**src/rtl/reg_fwd_unit.sv**
```systemverilog
// reg_fwd_unit
//   Operand forwarding and load-use interlock for the decode stage.
//   Each read port resolves its operand from (in priority order) x0, the
//   youngest matching forwarding source, its own hold buffer, or the
//   register file. A matching source whose data is not yet ready raises
//   a hazard; a small FSM counts consecutive stall cycles and raises a
//   sticky timeout when the count reaches STALL_MAX.
//
// Ports
//   clk, rst_n       clock, asynchronous active-low reset
//   flush_i          pipeline flush: clears FSM/counter and hold buffers
//   id_valid_i       valid instruction in decode
//   ext_stall_i      decode frozen by some other hazard source
//   src_wr_en_i      per-source write enable        [NUM_SRC]
//   src_wr_addr_i    per-source destination reg     [NUM_SRC*REG_AW]
//   src_wr_data_i    per-source write data          [NUM_SRC*DW]
//   src_rdy_i        per-source data valid (0 = load in flight)
//   rd_addr_i        decode read addresses          [NUM_RD*REG_AW]
//   rd_data_i        register file read data        [NUM_RD*DW]
//   rd_data_o        resolved operands              [NUM_RD*DW]
//   rd_addr_o        read address, 0 when forwarded/held/x0
//   stall_o          load-use interlock request (combinational)
//   timeout_o        sticky: stall count reached STALL_MAX
module reg_fwd_unit #(
  parameter int unsigned NUM_RD    = 2,
  parameter int unsigned NUM_SRC   = 2,
  parameter int unsigned REG_AW    = 5,
  parameter int unsigned DW        = 32,
  parameter int unsigned STALL_MAX = 8
) (
  input  logic                      clk,
  input  logic                      rst_n,
  input  logic                      flush_i,
  input  logic                      id_valid_i,
  input  logic                      ext_stall_i,
  input  logic [NUM_SRC-1:0]        src_wr_en_i,
  input  logic [NUM_SRC*REG_AW-1:0] src_wr_addr_i,
  input  logic [NUM_SRC*DW-1:0]     src_wr_data_i,
  input  logic [NUM_SRC-1:0]        src_rdy_i,
  input  logic [NUM_RD*REG_AW-1:0]  rd_addr_i,
  input  logic [NUM_RD*DW-1:0]      rd_data_i,
  output logic [NUM_RD*DW-1:0]      rd_data_o,
  output logic [NUM_RD*REG_AW-1:0]  rd_addr_o,
  output logic                      stall_o,
  output logic                      timeout_o
);

  typedef enum logic {IDLE, STALL} state_t;

  state_t            state_q, state_d;
  logic [7:0]        cnt_q, cnt_d;
  logic              timeout_q;

  logic [NUM_RD-1:0] hold_vld_q;
  logic [REG_AW-1:0] hold_addr_q [NUM_RD];
  logic [DW-1:0]     hold_data_q [NUM_RD];

  logic [NUM_RD-1:0] port_hz;
  logic [NUM_RD-1:0] port_live;
  logic [REG_AW-1:0] p_addr;
  logic              hit;
  logic              hz;
  logic              id_adv;

  // Operand selection. Outputs default to zero, which already covers the
  // x0 case and the forced-zero address for forwarded/held operands.
  always_comb begin
    rd_data_o = '0;
    rd_addr_o = '0;
    port_hz   = '0;
    port_live = '0;
    p_addr    = '0;
    hit       = 1'b0;
    for (int unsigned p = 0; p < NUM_RD; p++) begin
      p_addr = rd_addr_i[p*REG_AW +: REG_AW];
      hit    = (p_addr == '0);
      for (int unsigned s = 0; s < NUM_SRC; s++) begin
        if (!hit && src_wr_en_i[s] &&
            (src_wr_addr_i[s*REG_AW +: REG_AW] == p_addr)) begin
          hit                   = 1'b1;
          rd_data_o[p*DW +: DW] = src_wr_data_i[s*DW +: DW];
          port_hz[p]            = ~src_rdy_i[s];
          port_live[p]          = src_rdy_i[s];
        end
      end
      if (!hit && hold_vld_q[p] && (hold_addr_q[p] == p_addr)) begin
        hit                   = 1'b1;
        rd_data_o[p*DW +: DW] = hold_data_q[p];
      end
      if (!hit) begin
        rd_data_o[p*DW +: DW]         = rd_data_i[p*DW +: DW];
        rd_addr_o[p*REG_AW +: REG_AW] = p_addr;
      end
    end
  end

  assign hz        = id_valid_i & (|port_hz);
  assign stall_o   = hz;
  assign id_adv    = id_valid_i & ~hz & ~ext_stall_i;
  assign timeout_o = timeout_q;

  always_comb begin
    state_d = state_q;
    cnt_d   = cnt_q;
    unique case (state_q)
      IDLE: begin
        if (hz && !flush_i) begin
          state_d = STALL;
          cnt_d   = 8'd1;
        end else begin
          cnt_d   = '0;
        end
      end
      STALL: begin
        if (flush_i || !hz) begin
          state_d = IDLE;
          cnt_d   = '0;
        end else if (cnt_q != 8'(STALL_MAX)) begin
          cnt_d   = cnt_q + 8'd1;
        end
      end
      default: begin
        state_d = IDLE;
        cnt_d   = '0;
      end
    endcase
  end

  always_ff @(posedge clk or negedge rst_n) begin
    if (!rst_n) begin
      state_q   <= IDLE;
      cnt_q     <= '0;
      timeout_q <= 1'b0;
    end else begin
      state_q   <= state_d;
      cnt_q     <= cnt_d;
      timeout_q <= timeout_q | (cnt_d == 8'(STALL_MAX));
    end
  end

  // Address-mismatch clearing refers to the buffer's current contents; a
  // capture in the same cycle installs the new address, so only flush and
  // id_adv take precedence over capture (id_adv and capture are exclusive).
  always_ff @(posedge clk or negedge rst_n) begin
    if (!rst_n) begin
      hold_vld_q <= '0;
      for (int unsigned p = 0; p < NUM_RD; p++) begin
        hold_addr_q[p] <= '0;
        hold_data_q[p] <= '0;
      end
    end else begin
      for (int unsigned p = 0; p < NUM_RD; p++) begin
        if (flush_i || id_adv) begin
          hold_vld_q[p] <= 1'b0;
        end else if (ext_stall_i && !hz && port_live[p]) begin
          hold_vld_q[p]  <= 1'b1;
          hold_addr_q[p] <= rd_addr_i[p*REG_AW +: REG_AW];
          hold_data_q[p] <= rd_data_o[p*DW +: DW];
        end else if (hold_vld_q[p] &&
                     (hold_addr_q[p] != rd_addr_i[p*REG_AW +: REG_AW])) begin
          hold_vld_q[p] <= 1'b0;
        end
      end
    end
  end

endmodule

```
**config.mk**
```make
export PLATFORM = sky130hd
export DESIGN_NAME = reg_fwd_unit
export DESIGN_NICKNAME = d
export VERILOG_FILES = /design/src/rtl/reg_fwd_unit.sv
export SDC_FILE = /design/constraint.sdc
export NUM_CORES = 1
export LEC_CHECK = 0
export CAP_MARGIN = 20
export CORE_MARGIN = 2
export CORE_UTILIZATION = 35
export CTS_CLUSTER_DIAMETER = 60
export DETAILED_ROUTE_END_ITERATION = 10
export GPL_ROUTABILITY_DRIVEN = 0
export PLACE_DENSITY = 0.67
export SLEW_MARGIN = 10
export SYNTH_ARGS = -nofsm -noshare
export SYNTH_HDL_FRONTEND = slang
export SYNTH_SLANG_ARGS = --single-unit
```
**constraint.sdc**
```tcl
create_clock -name clk -period 3.38 [get_ports clk]
set_input_delay 0.676 -clock clk [delete_from_list [all_inputs] [get_ports clk]]
set_output_delay 0.676 -clock clk [all_outputs]
set_load 0.01 [all_outputs]
```
---- Word-level counts from Yosys, hierarchy flattened ----
Index checks and enable logic that the tools add are counted.
operators by class
  add/sub/neg operators ................... 1
  equal/unequal tests ..................... 10
  multiplexer cells ....................... 37
  bitwise gates (word level) .............. 10
  reductions and logical operators ........ 35
operators by type and width
  operator                                               count
  2-to-1 mux 32 bit                                      8
  == test 5 bit                                          6
  2-to-1 mux 1 bit                                       23
  logical AND 1 bit                                      18
  2-to-1 mux 8 bit                                       2
  one-hot mux 8 bit (2 select lines)                     1
  zero test 5 bit                                        2
  2-to-1 mux 5 bit                                       2
  inequality test 5 bit                                  2
  adder 8 x 1 -> 8 bit, second input constant            1
  == test 8 x 4 -> 1 bit, second input constant          1
  zero test 1 bit                                        8
  inequality test 8 x 4 -> 1 bit, second input constant  1
  inverter 1 bit                                         6
  nonzero test 3 bit                                     2
  AND reduction 2 bit                                    2
  bitwise AND 1 bit                                      3
  logical OR 1 bit                                       2
  one-hot mux 1 bit (2 select lines)                     1
  OR reduction 2 bit                                     1
  bitwise OR 1 bit                                       1
storage, ports and cells
  register bits ........................... 86
  input bits .............................. 157
  output and inout port bits .............. 76
  logic and storage cells ................. 102

---- Logic depth before layout (Yosys ltp) ----
Gate-level depths: netlist of run 1.
  depth after elaboration ................. 17
  gate-level depth with buffers ........... 11
  mapped depth without buffers ............ 8

---- Least setup slack after synthesis of run 1 ----
No wires, ideal clock.
  path type ............................... in2out
  from .................................... input port rd_addr_i[1]
  to ...................................... output port rd_data_o[14]
  arrival time ............................ 2.507 ns
  data required time ...................... 2.704 ns
  slack ................................... 0.197 ns
  cell stages on the path ................. 8
  path buffers ............................ 3
  cell sequence ........................... buf_2 -> xor2_1 -> nor4_1 -> and3_1 -> buf_2 -> buf_1 -> mux2i_1 -> a21oi_1
on the way
  longest elaborated chain between the ends .. 14
  elaborated cells on any way between the ends .. 20
  those cells by class .................... eq/ne: 3; mux: 7; reduce/logical: 10
RTL lines
  what                                                          RTL line  source
  start: declaration                                            40        input logic [NUM_RD*REG_AW-1:0] rd_addr_i,
  zero test 5 bit                                               76        hit = (p_addr == '0);
  zero test 1 bit                                               78        if (!hit && src_wr_en_i[s] &&
  logical AND 1 bit (2 in series)                               78
  2-to-1 mux 1 bit                                              78
  zero test 1 bit                                               78
  logical AND 1 bit (2 in series)                               78
  2-to-1 mux 1 bit                                              78
  zero test 1 bit                                               86        if (!hit && hold_vld_q[p] && (hold_addr_q[p] == p_addr)) begin
  logical AND 1 bit (2 in series)                               86
  2-to-1 mux 32 bit / 2-to-1 mux 1 bit (equally long branches)  86
  2-to-1 mux 32 bit *                                           90        if (!hit) begin
  end: declaration                                              42        output logic [NUM_RD*DW-1:0] rd_data_o,
Every way passes the cells marked *; elsewhere a longest branch is shown, timed or not.

---- Worst setup path after layout of run 1 ----
  from .................................... input port rd_addr_i[9]
  to ...................................... output port rd_addr_o[5]
on the way
  longest elaborated chain between the ends .. 14
  elaborated cells on any way between the ends .. 17
  those cells by class .................... eq/ne: 3; mux: 4; reduce/logical: 10
RTL lines
  what                             RTL line  source
  zero test 5 bit                  76
  zero test 1 bit                  78
  logical AND 1 bit (2 in series)  78
  2-to-1 mux 1 bit                 78
  zero test 1 bit                  78
  logical AND 1 bit (2 in series)  78
  2-to-1 mux 1 bit                 78
  zero test 1 bit                  86
  logical AND 1 bit (2 in series)  86
  2-to-1 mux 1 bit *               86
  2-to-1 mux 5 bit *               90
  end: declaration                 43        output logic [NUM_RD*REG_AW-1:0] rd_addr_o,
Marks and branches as above.

==> out/summary.log, run 1 <==
[outcome] outcome finished clean
[sta] max-slew violation count 0
[power_and_ir_drop] total power draw 3300 µW
[sta] worst rel slew slack 0.591
[detailed_routing] wirelength, routed 21900 µm
[die] Initial Util 0.361
[detailed_routing] wire length on met2 11100 µm
[yosys] Cell Area, Synth 5780 µm²
[detailed_routing] post-detailed-route count of antenna-violating nets 0
[detailed_routing] violation count after the first detailed-route iteration 255
[die] die area 17600 µm²
[setup_path] startpoint-to-endpoint class of the critical path in2out
[cells_and_area] sequential standard cell area 2150 µm²
[grt] number of antenna violations at the first check in global routing 1
[cts] number of levels the H-tree was split into 3
[detailed_routing] metal1 wirelength 9130 µm
[sta] post-layout minimum cycle time 3320 ps
[yosys] net count after synthesis 707
[cts] later-pin clock latency in the skew report 350 ps
[sta] Max Clock Skew 8.71 ps
[cts] CTS tree yes
[sta] RSZ-0062 raised after global routing true
[detailed_routing] total via count after detailed routing 5856
[yosys] post-synthesis instance total 548
[cts] clock sink total 86
[power_and_ir_drop] Power per Cell Area 332 nW/µm²
[cts] number of buffers created by CTS 9
[power_and_ir_drop] worst-case vdd ir drop 0.000281 V
[cells_and_area] Fillers 1320
[cells_and_area] layout-stage area growth over the synthesis result 72.4%
[power_and_ir_drop] Static Leakage 0.00430 µW
[sta] FMAX 301 MHz
[setup_path] worst reg2reg path endpoint hold_data_q[21]
[grt] largest net degree at the start of global routing 46
[setup_path] reg-to-reg slack, setup 400 ps
[die] Placement Rows 46
[sta] final worst slack 56.2 ps
[sta] share of the cycle needed by the critical path after routing 0.983
[die] Horiz. Die Dim 133 µm
[cells_and_area] cell area after layout 9970 µm²
[detailed_routing] final routed DRC violation total 0
[sta] sum of negative setup slack 0 ps
[detailed_routing] average wire per cell in the routed design 20.4 µm
[yosys] total of flip-flops plus latches after synthesis 86
[grt] wire length of the first global-routing pass 34200 µm
[placed_design] DP Worst Slack -662 ps
[setup_path] worst r2r path cells 16
[sta] Hold Fails Final Rpt 0
[cells_and_area] multi-input logic area 3870 µm²
[sta] worst slew pin tran 613 ps
[cts] clock transition at the registers of the reported paths 70 ps
[yosys] Yosys warnings 0
[grt] GRT Resource Usage Total 0.247
[setup_path] worst reg2reg path startpoint hold_addr_q[1]
[sta] worst hold slack 322 ps
[detailed_routing] vias per cell 5.44
[grt] GRT Residual Overflow 0
[die] number of top-level pins 233
[setup_path] Worst EP required 2700 ps
[setup_path] crit path launch type input pin
[cts] maximum clock path buffer count 2
[setup_path] arrival time of data at the critical path endpoint 2650 ps
[worst_hold_path] Min-Delay Path Class in2async
[cells_and_area] fraction of final layout cells sized beyond drive strength 1 0.359
[sta] final-report setup violation count 0
[cells_and_area] number of nets at the end of the flow 1012
[detailed_routing] top routing layer in use met4
[setup_path] maximum fanout along the worst path 13
[cts] library cell used as clock root buffer sky130_fd_sc_hd__clkbuf_16
[flow_run] # Max-Cap Violations 0
[grt] via count of the first global-routing pass 6263
[detailed_routing] wire length on met3 1170 µm
[setup_path] crit end category output port
[die] Die H 133 µm
[placed_design] input/output buffers 232
[detailed_routing] Pre-antenna DRT Iters 4
[die] Core Footprint 16000 µm²
[placed_design] placed cell areas 8970 µm²
[yosys] Mapped Avg Cell Area 10.6 µm²
[yosys] register area share after synthesis 0.372
[yosys] distinct cell type count of the synthesized netlist 42
[placed_design] post-detailed-placement half-perimeter wirelength 15900 µm
timing repair:
action / CTS / global route
pin swaps: 22 / 17
cloned: 4 / 0
buffers inserted: 21 / 6
endpoints found under the hold margin: 0 / 0
endpoints found under the setup margin: 112 / 59
hold buffers: 0 / 0
gates resized for setup: 319 / 71
worst max-delay path, cell delays in order:
cell,delay (ps)
sky130_fd_sc_hd__dlygate4sd2_1,260
sky130_fd_sc_hd__buf_4,160
sky130_fd_sc_hd__xnor2_1,120
sky130_fd_sc_hd__and2_4,170
sky130_fd_sc_hd__a21boi_4,210
sky130_fd_sc_hd__and2_4,210
sky130_fd_sc_hd__buf_12,170
sky130_fd_sc_hd__buf_4,200
sky130_fd_sc_hd__and3b_1,180
sky130_fd_sc_hd__dlygate4sd2_1,280
worst max-delay path by stage:
stage                 startpoint  slack [ps]             to  depth (start not counted)
finish              rd_addr_i[9]          60   rd_addr_o[5]                         10
CTS                 rd_addr_i[1]          40   rd_data_o[7]                         11
detailed placement  rd_addr_i[3]        -660  rd_data_o[31]                         10
global placement    rd_addr_i[3]        -640  rd_data_o[28]                          8
floorplan           rd_addr_i[1]         200  rd_data_o[14]                          8
global route        rd_addr_i[0]         -20   rd_data_o[6]                         10
cell usage in the layout (no fill, tap or decap), drive strengths merged, types with 2 or more instances in the layout:
master	count
a21oi	57
ha	2
nor2b	3
xor2	27
and3b	10
a21boi	3
a21bo	2
nand2	6
buf	154
xnor2	11
nor4	7
nor2	23
nor3	7
o22ai	2
inv	4
dlygate4sd2	26
clkinv	2
mux2i	64
and3	6
dfrtp	86
clkdlybuf4s15	19
nand3	9
diode	2
o21ai	13
o21ba	2
clkbuf	20
clkdlybuf4s50	136
mux2	74
bufinv	4
nor4b	2
a221oi	64
and2	3
cells in the mapped netlist:
master,instances,area share
sky130_fd_sc_hd__xor2_1,27,0.041
sky130_fd_sc_hd__nand2_1,6,0.0039
sky130_fd_sc_hd__nand3_1,9,0.0078
sky130_fd_sc_hd__nor2b_1,3,0.0032
sky130_fd_sc_hd__o21bai_1,1,0.0013
sky130_fd_sc_hd__a31o_2,1,0.0015
sky130_fd_sc_hd__a22o_1,1,0.0015
sky130_fd_sc_hd__dfrtp_1,86,0.37
sky130_fd_sc_hd__a31oi_1,1,0.0011
sky130_fd_sc_hd__buf_6,7,0.014
sky130_fd_sc_hd__and3b_1,10,0.015
sky130_fd_sc_hd__xnor2_1,11,0.017
sky130_fd_sc_hd__inv_1,4,0.0026
sky130_fd_sc_hd__o22ai_1,2,0.0022
sky130_fd_sc_hd__a21bo_1,1,0.0017
sky130_fd_sc_hd__nor3b_1,1,0.0013
sky130_fd_sc_hd__a21boi_0,1,0.0013
sky130_fd_sc_hd__a21oi_1,57,0.049
sky130_fd_sc_hd__and2_1,3,0.0032
sky130_fd_sc_hd__nor2_1,23,0.015
sky130_fd_sc_hd__and3_1,6,0.0065
sky130_fd_sc_hd__nor4_1,4,0.0043
sky130_fd_sc_hd__buf_4,1,0.0013
sky130_fd_sc_hd__buf_1,6,0.0039
sky130_fd_sc_hd__clkbuf_1,23,0.015
sky130_fd_sc_hd__o21ai_0,13,0.011
sky130_fd_sc_hd__nor3_1,7,0.0061
sky130_fd_sc_hd__nor4_4,3,0.011
sky130_fd_sc_hd__a21bo_2,1,0.0017
sky130_fd_sc_hd__buf_2,15,0.013
sky130_fd_sc_hd__o31ai_1,1,0.0013
sky130_fd_sc_hd__ha_1,2,0.0043
sky130_fd_sc_hd__a221oi_1,64,0.097
sky130_fd_sc_hd__o21ba_2,2,0.0035
sky130_fd_sc_hd__a21boi_1,2,0.0026
sky130_fd_sc_hd__and4_1,1,0.0015
sky130_fd_sc_hd__mux2_2,24,0.047
sky130_fd_sc_hd__mux2i_1,64,0.11
sky130_fd_sc_hd__mux2_1,50,0.097
sky130_fd_sc_hd__nand3b_1,1,0.0013
sky130_fd_sc_hd__nand2b_1,1,0.0011
sky130_fd_sc_hd__nor4b_1,2,0.0030
per-layer routing:
metal | global-route usage | vias up
li1 | - | 2709
met1 | 0.299 | 2893
met2 | 0.435 | 216
met3 | 0.0556 | 38
met4 | 0.0812 | 0
met5 | 0 | -
metrics by stage:
stage	instances	utilization
floorplan	548	-
global placement	1028	0.561
detailed placement	1028	0.561
CTS	1068	0.611
global route	1074	0.623
finish	1076	0.623
sequential cells by signal, indices dropped and copies added, names as in the netlist:
name,cells
timeout_o,1
cnt_q,8
hold_data_q,64
hold_vld_q,2
hold_addr_q,10
state_q,1
report_power, final:
| group | internal (µW) | switching, µW | leakage, µW |
|---|---|---|---|
| clock network | 798 | 433 | 0.000177 |
| registers | 1150 | 66.0 | 0.00118 |
| logic | 480 | 374 | 0.00295 |
| total | 2430 | 874 | 0.00430 |
area by class of cell:
type                       count  area share
multi-input combinational    406       0.388
tap                          216      0.0271
clock buffer                  10      0.0230
inverter                       4     0.00151
clock inverter                 6      0.0134
antenna                        2    0.000502
timing repair buffer         346       0.331
sequential                    86       0.216
cells by family after synthesis:
family	after synthesis	synth area share
mux	138	0.255
simple gates	80	0.0844
buf+inv	56	0.0493
xor+xnor	38	0.0576
fa+ha+maj	2	0.00433
flops	86	0.372
compound gates	148	0.177
Power figures use the tool's default switching activity.
==> run 2, diff against run 1 <==
--- a/config.mk
+++ b/config.mk
@@ -5,13 +5,16 @@
 export SDC_FILE = /design/constraint.sdc
 export NUM_CORES = 1
 export LEC_CHECK = 0
+export ABC_AREA = 1
 export CAP_MARGIN = 20
 export CORE_MARGIN = 2
 export CORE_UTILIZATION = 35
 export CTS_CLUSTER_DIAMETER = 60
 export DETAILED_ROUTE_END_ITERATION = 10
 export GPL_ROUTABILITY_DRIVEN = 0
+export HOLD_SLACK_MARGIN = 0.15
 export PLACE_DENSITY = 0.67
+export SETUP_SLACK_MARGIN = 0.15
 export SLEW_MARGIN = 10
 export SYNTH_ARGS = -nofsm -noshare
 export SYNTH_HDL_FRONTEND = slang
==> out/summary.log, run 2 <==
[detailed_routing] average wire per cell in the routed design 17.3 µm [-15%]
[power_and_ir_drop] internal power of the cells 2400 µW [-1.3%]
[yosys] net count after synthesis 1047 [+48%]
[setup_path] count of cell instances traversed by the critical path 16 [+6]
[sta] post-layout minimum cycle time 3200 ps [-126 ps]
[yosys] Mapped Avg Cell Area 6.54 µm² [-38%]
[sta] worst slew pin tran 629 ps [+15.3 ps]
[detailed_routing] wirelength, routed 25600 µm [+17%]
[power_and_ir_drop] portion of total power attributed to combinational logic 0.301 [+0.043]
[yosys] Synth area leaders sky130_fd_sc_hd__dfrtp_1 37%, sky130_fd_sc_hd__nand2_1 24%, sky130_fd_sc_hd__o21ai_0 7.1%, sky130_fd_sc_hd__o2111ai_1 4.8%, sky130_fd_sc_hd__inv_1 4.8%
[cts] library cell used as clock root buffer sky130_fd_sc_hd__clkbuf_16
[setup_path] reg-to-reg slack, setup 650 ps [+250 ps]
[cts] later-pin clock latency in the skew report 350 ps [about the same]
[yosys] main flop type after synthesis sky130_fd_sc_hd__dfrtp_1
[yosys] register area share after synthesis 0.370 [-0.00184]
[placed_design] input/output buffers 232 [unchanged]
[power_and_ir_drop] Power per Cell Area 322 nW/µm² [-3.0%]
[setup_path] maximum single-stage delay on the critical path 170 ps [-110 ps]
[cts] clock sink total 86 [unchanged]
[power_and_ir_drop] switching power 1000 µW [+15%]
[yosys] cell types with the highest counts after synthesis 366 x sky130_fd_sc_hd__nand2_1, 86 x sky130_fd_sc_hd__dfrtp_1, 82 x sky130_fd_sc_hd__o21ai_0
[setup_path] Top Family by Delay on Critical Path buffers and inverters
[cells_and_area] registers with the highest flip-flop counts hold_data_q: 64 flops, hold_addr_q: 10 flops, cnt_q: 8 flops
[setup_path] standard cell with the maximum stage delay on the critical path sky130_fd_sc_hd__buf_12
[setup_path] ordered list of cells on the worst path buf_2, inv_2, buf_4, buf_4, nand2_1, o211ai_1, nor2_4, nand2_4, buf_6, buf_6, clkinvlp_4, buf_12, buf_16, a21oi_1, nand3_2, buf_6
[yosys] total of flip-flops plus latches after synthesis 86 [unchanged]
[yosys] share of the synthesized area in the top cell type 0.370 [-0.00184]
[setup_path] crit path launch type input pin
[cells_and_area] Non-Filler Instances 1480 [+38%]
[yosys] Cell Area, Synth 5810 µm² [+0.50%]
[cells_and_area] number of nets at the end of the flow 1414 [+40%]
[sta] Max Clock Skew 10.4 ps [+1.66 ps]
[power_and_ir_drop] switch share 0.294 [+0.0301]
[setup_path] worst r2r path cells 19 [+3]
[yosys] Yosys warnings 0 [unchanged]
[die] Initial Util 0.354 [-0.00720]
[yosys] post-synthesis async set-or-reset flop share 1.00 [unchanged]
[detailed_routing] violation count after the first detailed-route iteration 479 [+88%]
[setup_path] worst reg2reg path endpoint hold_data_q[39]
[die] Die H 133 µm [+0.24%]
[sta] max-slew violation count 0 [unchanged]
[sta] final-report setup violation count 0 [unchanged]
[die] Placement Rows 47 [+2.2%]
[cells_and_area] layout-stage area growth over the synthesis result 82.0%
[yosys] distinct cell type count of the synthesized netlist 36 [-14%]
[setup_path] Critical path buffers and inverters 10 [+5]
[cells_and_area] most common cell after layout, fill and taps aside sky130_fd_sc_hd__nand2_1
[outcome] outcome finished clean
[placed_design] post-detailed-placement half-perimeter wirelength 15900 µm [+0.14%]
[detailed_routing] vias per cell 5.08 [-6.6%]
[cts] CTS tree yes
[sta] Hold Fails Final Rpt 0 [unchanged]
[setup_path] startpoint-to-endpoint class of the critical path in2out
[die] Core Footprint 16400 µm² [+2.5%]
[yosys] number of synthesized flops with an enable pin 0 [unchanged]
[sta] share of the cycle needed by the critical path after routing 0.946 [-0.0374]
[setup_path] Worst EP required 2700 ps [about the same]
[cells_and_area] fraction of final layout cells sized beyond drive strength 1 0.319 [-0.0399]
[detailed_routing] total via count after detailed routing 7520 [+28%]
[setup_path] maximum fanout along the worst path 5 [-8]
[cells_and_area] flip-flop count of the largest register, all copies and words added 64 [unchanged]
[die] die area 17600 µm² [+0.48%]
[grt] largest net degree at the start of global routing 46 [unchanged]
[power_and_ir_drop] total power draw 3400 µW [+2.9%]
[power_and_ir_drop] worst-case vdd ir drop 0.000241 V [-14%]
[setup_path] crit end category output port
[cts] quantity of hold-fixing buffers added after cts 0 [unchanged]
[yosys] leading area contributor after synthesis sky130_fd_sc_hd__dfrtp_1
[yosys] post-synthesis instance total 888 [+62%]
[setup_path] Critical Path Start rd_addr_i[1]
[placed_design] placed cell count 1407 [+37%]
[cts] number of levels the H-tree was split into 3 [unchanged]
[setup_path] arrival time of data at the critical path endpoint 2520 ps [-130 ps]
[worst_hold_path] Min-Delay Path Class in2async
[cts] clock transition at the registers of the reported paths 60 ps [about the same]
[sta] RSZ-0062 raised after global routing true
[sta] worst rel slew slack 0.581 [-0.0102]
[setup_path] worst reg2reg path startpoint hold_addr_q[6]
[power_and_ir_drop] Static Leakage 0.00537 µW [+25%]
[grt] wire length of the first global-routing pass 38300 µm [+12%]
[die] number of top-level pins 233 [unchanged]
[cells_and_area] register with the highest flop count hold_data_q
[grt] via count of the first global-routing pass 7363 [+18%]
[power_and_ir_drop] Clock power frac 0.323 [-0.050]
[cells_and_area] final core utilization 0.645 [+0.0217]
[detailed_routing] post-detailed-route count of antenna-violating nets 0 [unchanged]
[die] Horiz. Die Dim 133 µm [+0.24%]
[grt] GRT Resource Usage Total 0.274 [+0.0263]
[sta] FMAX 313 MHz [+4.0%]
[power_and_ir_drop] Flop pwr share 0.377 [+0.008]
[grt] GRT Residual Overflow 0 [unchanged]
[detailed_routing] Pre-antenna DRT Iters 8 [+4]
[detailed_routing] final routed DRC violation total 0 [unchanged]
[flow_run] # Max-Cap Violations 0 [unchanged]
[cts] maximum clock path buffer count 2 [unchanged]
[cts] number of buffers created by CTS 9 [unchanged]
[setup_path] most frequent CP cell sky130_fd_sc_hd__buf_6
[cells_and_area] commonest cells after routing, fill and taps aside 349 x sky130_fd_sc_hd__nand2_1, 134 x sky130_fd_sc_hd__clkdlybuf4s50_1, 128 x sky130_fd_sc_hd__buf_4
[cells_and_area] antenna diode count 0 [-2]
[yosys] most frequently used cell type in the post-synthesis netlist sky130_fd_sc_hd__nand2_1
[grt] number of antenna violations at the first check in global routing 0 [-1]
==> run 2: cell count changes after synthesis, sizes merged, moves of 63 or more <==
cell and change:
a221oi -63, o21ai +70, mux2i -63, nand2 +363
inv +78, mux2 -74
==> run 2: repair_timing <==
item / CTS / global route
buffers inserted: 27 / 17
endpoints found under the hold margin: 0 / 0
resized for setup: 392 / 145
gates cloned: 8 / 5
pin swaps: 27 / 48
setup endpoints to repair: 75 / 76
==> run 2: cell families after synthesis <==
group / Yosys count / share of synthesized area
compound gates: 159 / 0.162
xor+xnor: 12 / 0.0181
fa+ha+maj: 2 / 0.00431
buf+inv: 131 / 0.0975
flops: 86 / 0.370
mux: 1 / 0.00172
simple gates: 497 / 0.346
==> run 2: cell type report <==
| class | count | area [µm²] |
|---|---|---|
| fill | 1379 | 5830 |
| timing repair buffer | 405 | 3810 |
| multi-input combinational | 671 | 3700 |
| sequential | 86 | 2150 |
| inverter | 82 | 322 |
| tap | 220 | 275 |
| clock buffer | 13 | 250 |
| clock inverter | 3 | 67.6 |
==> run 2: worst max-delay path by stage <==
stage / endpoint / slack [ps]
6_report: rd_data_o[9] / 180
3_5_place_dp: rd_data_o[56] / -550
4_1_cts: rd_data_o[38] / 130
2_1_floorplan: rd_addr_o[0] / 520
3_3_place_gp: rd_data_o[56] / -550
5_1_grt: rd_data_o[9] / 100
==> run 2: power groups by stage <==
stage	Clock [µW]	Combinational (µW)	Sequential, µW
floorplan	0	360	1270
global placement	0	910	1290
finish	1100	1020	1280
detailed placement	0	923	1290
global route	1160	1120	1300
CTS	1120	925	1280
==> run 2: layer usage <==
layer	part of all wire	routed length, µm	GRT usage
met5	0	0	0
met2	0.49	12500	0.464
met3	0.070	1780	0.0617
met4	0.024	626	0.0956
met1	0.42	10700	0.343
==> run 2: stage by stage <==
step	instance area (µm²)	setup slack (ps)	TNS [ps]	hold WS [ps]
final	10600	183	0	330
after floorplan	5810	524	0	380
after global routing	10600	102	0	386
after detailed placement	9180	-548	-35290	472
after global placement	9180	-555	-34140	469
after CTS	9900	129	0	354
==> run 2: worst register-to-register path, delay by kind of cell, from the launching register on <==
family	cells	cell delay, ps
compound gates	2	280
buf+inv	10	1260
flops	1	360
simple gates	7	750
==> run 3, diff against run 2 <==
==> constraint.sdc (replaced) <==
create_clock -name clk -period 3 [get_ports clk]
set_input_delay 0.6 -clock clk [delete_from_list [all_inputs] [get_ports clk]]
set_output_delay 0.6 -clock clk [all_outputs]
set_load 0.01 [all_outputs]
==> out/summary.log, run 3 (same netlist as run 2, synthesis figures left out) <==
[outcome] outcome finished with violations
[outcome] violations in the final reports negative setup slack
[cts] quantity of hold-fixing buffers added after cts 0 [unchanged]
[sta] post-layout minimum cycle time 3090 ps
[placed_design] DP Worst Slack -806 ps [-258 ps]
[setup_path] crit end category output port
[cells_and_area] flip-flop count of the largest register, all copies and words added 64 [unchanged]
[setup_path] crit path launch type input pin
[power_and_ir_drop] internal power of the cells 2790 µW [+16%]
[cells_and_area] registers with the highest flip-flop counts hold_data_q: 64 flops, hold_addr_q: 10 flops, cnt_q: 8 flops
[cells_and_area] Fillers 1013 [-27%]
[detailed_routing] final routed DRC violation total 0 [unchanged]
[flow_run] # Max-Cap Violations 0 [unchanged]
[detailed_routing] average wire per cell in the routed design 19.6 µm [+13%]
[power_and_ir_drop] switching power 1350 µW [+35%]
[placed_design] post-detailed-placement half-perimeter wirelength 15600 µm [-1.8%]
[detailed_routing] post-detailed-route count of antenna-violating nets 0 [unchanged]
[cells_and_area] most common cell after layout, fill and taps aside sky130_fd_sc_hd__nand2_1
[grt] wire length of the first global-routing pass 42700 µm [+12%]
[grt] met1 capacity usage during global routing 0.379 [+0.0354]
[grt] via count of the first global-routing pass 8131 [+10%]
[worst_hold_path] Min-Delay Path Class in2async
[sta] final worst slack -93.4 ps [-276 ps]
[power_and_ir_drop] Flop pwr share 0.355 [-0.022]
[die] die area 17600 µm² [unchanged]
[power_and_ir_drop] portion of total power attributed to combinational logic 0.383 [+0.082]
[grt] GRT Resource Usage Total 0.306 [+0.0325]
[detailed_routing] violation count after the first detailed-route iteration 451 [-5.8%]
[cells_and_area] Non-Filler Instances 1579 [+6.7%]
[power_and_ir_drop] worst-case vdd ir drop 0.000282 V [+17%]
[cts] maximum clock path buffer count 2 [unchanged]
[cells_and_area] fraction of final layout cells sized beyond drive strength 1 0.463 [+0.144]
[placed_design] placed cell count 1406 [-0.071%]
[die] Initial Util 0.354 [unchanged]
[die] Horiz. Die Dim 133 µm [unchanged]
[grt] largest net degree at the start of global routing 45 [-2.2%]
[cells_and_area] register with the highest flop count hold_data_q
[detailed_routing] Pre-antenna DRT Iters 5 [-3]
[grt] number of antenna violations at the first check in global routing 2 [+2]
[cts] later-pin clock latency in the skew report 360 ps [about the same]
[detailed_routing] total via count after detailed routing 8417 [+12%]
[cells_and_area] cell area after layout 12800 µm² [+21%]
[detailed_routing] wirelength, routed 30900 µm [+21%]
[grt] GRT Residual Overflow 0 [unchanged]
[die] Placement Rows 47 [unchanged]
[power_and_ir_drop] Clock power frac 0.262 [-0.061]
[sta] max-slew violation count 0 [unchanged]
[detailed_routing] vias per cell 5.33 [+4.9%]
[cts] CTS tree yes
[die] Core Footprint 16400 µm² [unchanged]
[grt] layer with the highest usage after global routing met2
[sta] RSZ-0062 raised after global routing true
[power_and_ir_drop] Static Leakage 0.00637 µW [+19%]
[setup_path] Worst EP required 2400 ps [-300 ps]
[cts] clock transition at the registers of the reported paths 60 ps [about the same]
[sta] final-report setup violation count 26 [+26]
[setup_path] arrival time of data at the critical path endpoint 2490 ps [-30 ps]
[cells_and_area] number of nets at the end of the flow 1511 [+6.9%]
[grt] global routing usage on met3 0.0667 [+0.00498]
[setup_path] startpoint-to-endpoint class of the critical path in2out
[power_and_ir_drop] Power per Cell Area 323 nW/µm² [+0.36%]
[cts] clock sink total 86 [unchanged]
[cells_and_area] layout-stage area growth over the synthesis result 121%
[cts] number of levels the H-tree was split into 3 [unchanged]
[sta] FMAX 323 MHz
[cells_and_area] commonest cells after routing, fill and taps aside 260 x sky130_fd_sc_hd__nand2_1, 164 x sky130_fd_sc_hd__buf_4, 134 x sky130_fd_sc_hd__clkdlybuf4s50_1
[die] Die H 133 µm [unchanged]
[grt] met2 Track Usage GR 0.524 [+0.0593]
[cts] library cell used as clock root buffer sky130_fd_sc_hd__clkbuf_16
[die] number of top-level pins 233 [unchanged]
[sta] share of the cycle needed by the critical path after routing 1.03
[sta] worst rel slew slack 0.583 [+0.00195]
[power_and_ir_drop] switch share 0.326 [+0.0318]
[sta] Max Clock Skew 15.8 ps [+5.39 ps]
[sta] sum of negative setup slack -1650 ps [-1650 ps]
[setup_path] maximum fanout along the worst path 4 [-1]
[cts] number of buffers created by CTS 9 [unchanged]
[sta] worst hold slack 262 ps [-67.7 ps]
[placed_design] placed cell areas 9190 µm² [about the same]
[sta] worst slew pin tran 626 ps [-2.93 ps]
[placed_design] input/output buffers 232 [unchanged]
[sta] Hold Fails Final Rpt 0 [unchanged]
==> run 3: power by group through the flow <==
| stage | clock [µW] | combinational [µW] | sequential (µW) |
|---|---|---|---|
| global placement | 0 | 1030 | 1450 |
| global route | 1140 | 1690 | 1500 |
| floorplan | 0 | 406 | 1430 |
| finish | 1080 | 1590 | 1470 |
| CTS | 1090 | 1300 | 1450 |
| detailed placement | 0 | 1040 | 1460 |
==> run 3: per-layer routing <==
metal	up-vias	wire, µm
li1	3811	-
met1	4071	11700
met2	421	15300
met3	114	2320
met4	0	1570
met5	-	0
==> run 3: final cells by class <==
type	count	area [µm²]	area share
diodes	2	5.00	0.000390
clock inverters	6	47.5	0.00370
flip-flops and latches	86	2150	0.168
well taps	220	275	0.0214
multi-input cells	671	4550	0.354
clock buffers	10	229	0.0178
repair buffers	502	5220	0.407
inverters	82	363	0.0283
==> run 3: worst max-delay path, cell delays in order <==
cell                        delay, ps
sky130_fd_sc_hd__buf_8            110
sky130_fd_sc_hd__inv_4             70
sky130_fd_sc_hd__o21ai_0          140
sky130_fd_sc_hd__nor4_1           400
sky130_fd_sc_hd__nand2_1          180
sky130_fd_sc_hd__nor2_4           170
sky130_fd_sc_hd__nor2_4            80
sky130_fd_sc_hd__buf_6            130
sky130_fd_sc_hd__buf_6            130
sky130_fd_sc_hd__buf_16           140
sky130_fd_sc_hd__nand2_4           60
sky130_fd_sc_hd__o2111ai_4        120
sky130_fd_sc_hd__buf_6            160
==> run 3: repair_timing <==
action / 4_1_cts / 5_1_grt
setup buffers: 115 / 23
cloned: 13 / 4
setup endpoints to repair: 149 / 81
hold endpoints to repair: 0 / 0
resized for setup: 637 / 272
pin swaps: 57 / 60
==> run 3: per-stage QoR <==
stage | total power (µW) | util
2_1_floorplan | 1840 | -
3_3_place_gp | 2480 | 0.560
3_5_place_dp | 2500 | 0.560
4_1_cts | 3830 | 0.690
5_1_grt | 4330 | 0.783
6_report | 4140 | 0.783
==> run 3: worst paths after layout <==
| kind | from | to | slack, ps | cells after the start |
|---|---|---|---|---|
| max in group asynchronous | rst_n | hold_data_q[16] | 2030 | 2 |
| min | rst_n | cnt_q[2] | 260 | 1 |
| min reg2reg | timeout_o | timeout_o | 490 | 1 |
| max | rd_addr_i[7] | rd_data_o[39] | -90 | 13 |
| max reg2reg | hold_addr_q[2] | hold_data_q[29] | 120 | 19 |
| min in group clk | timeout_o | timeout_o | 490 | 1 |
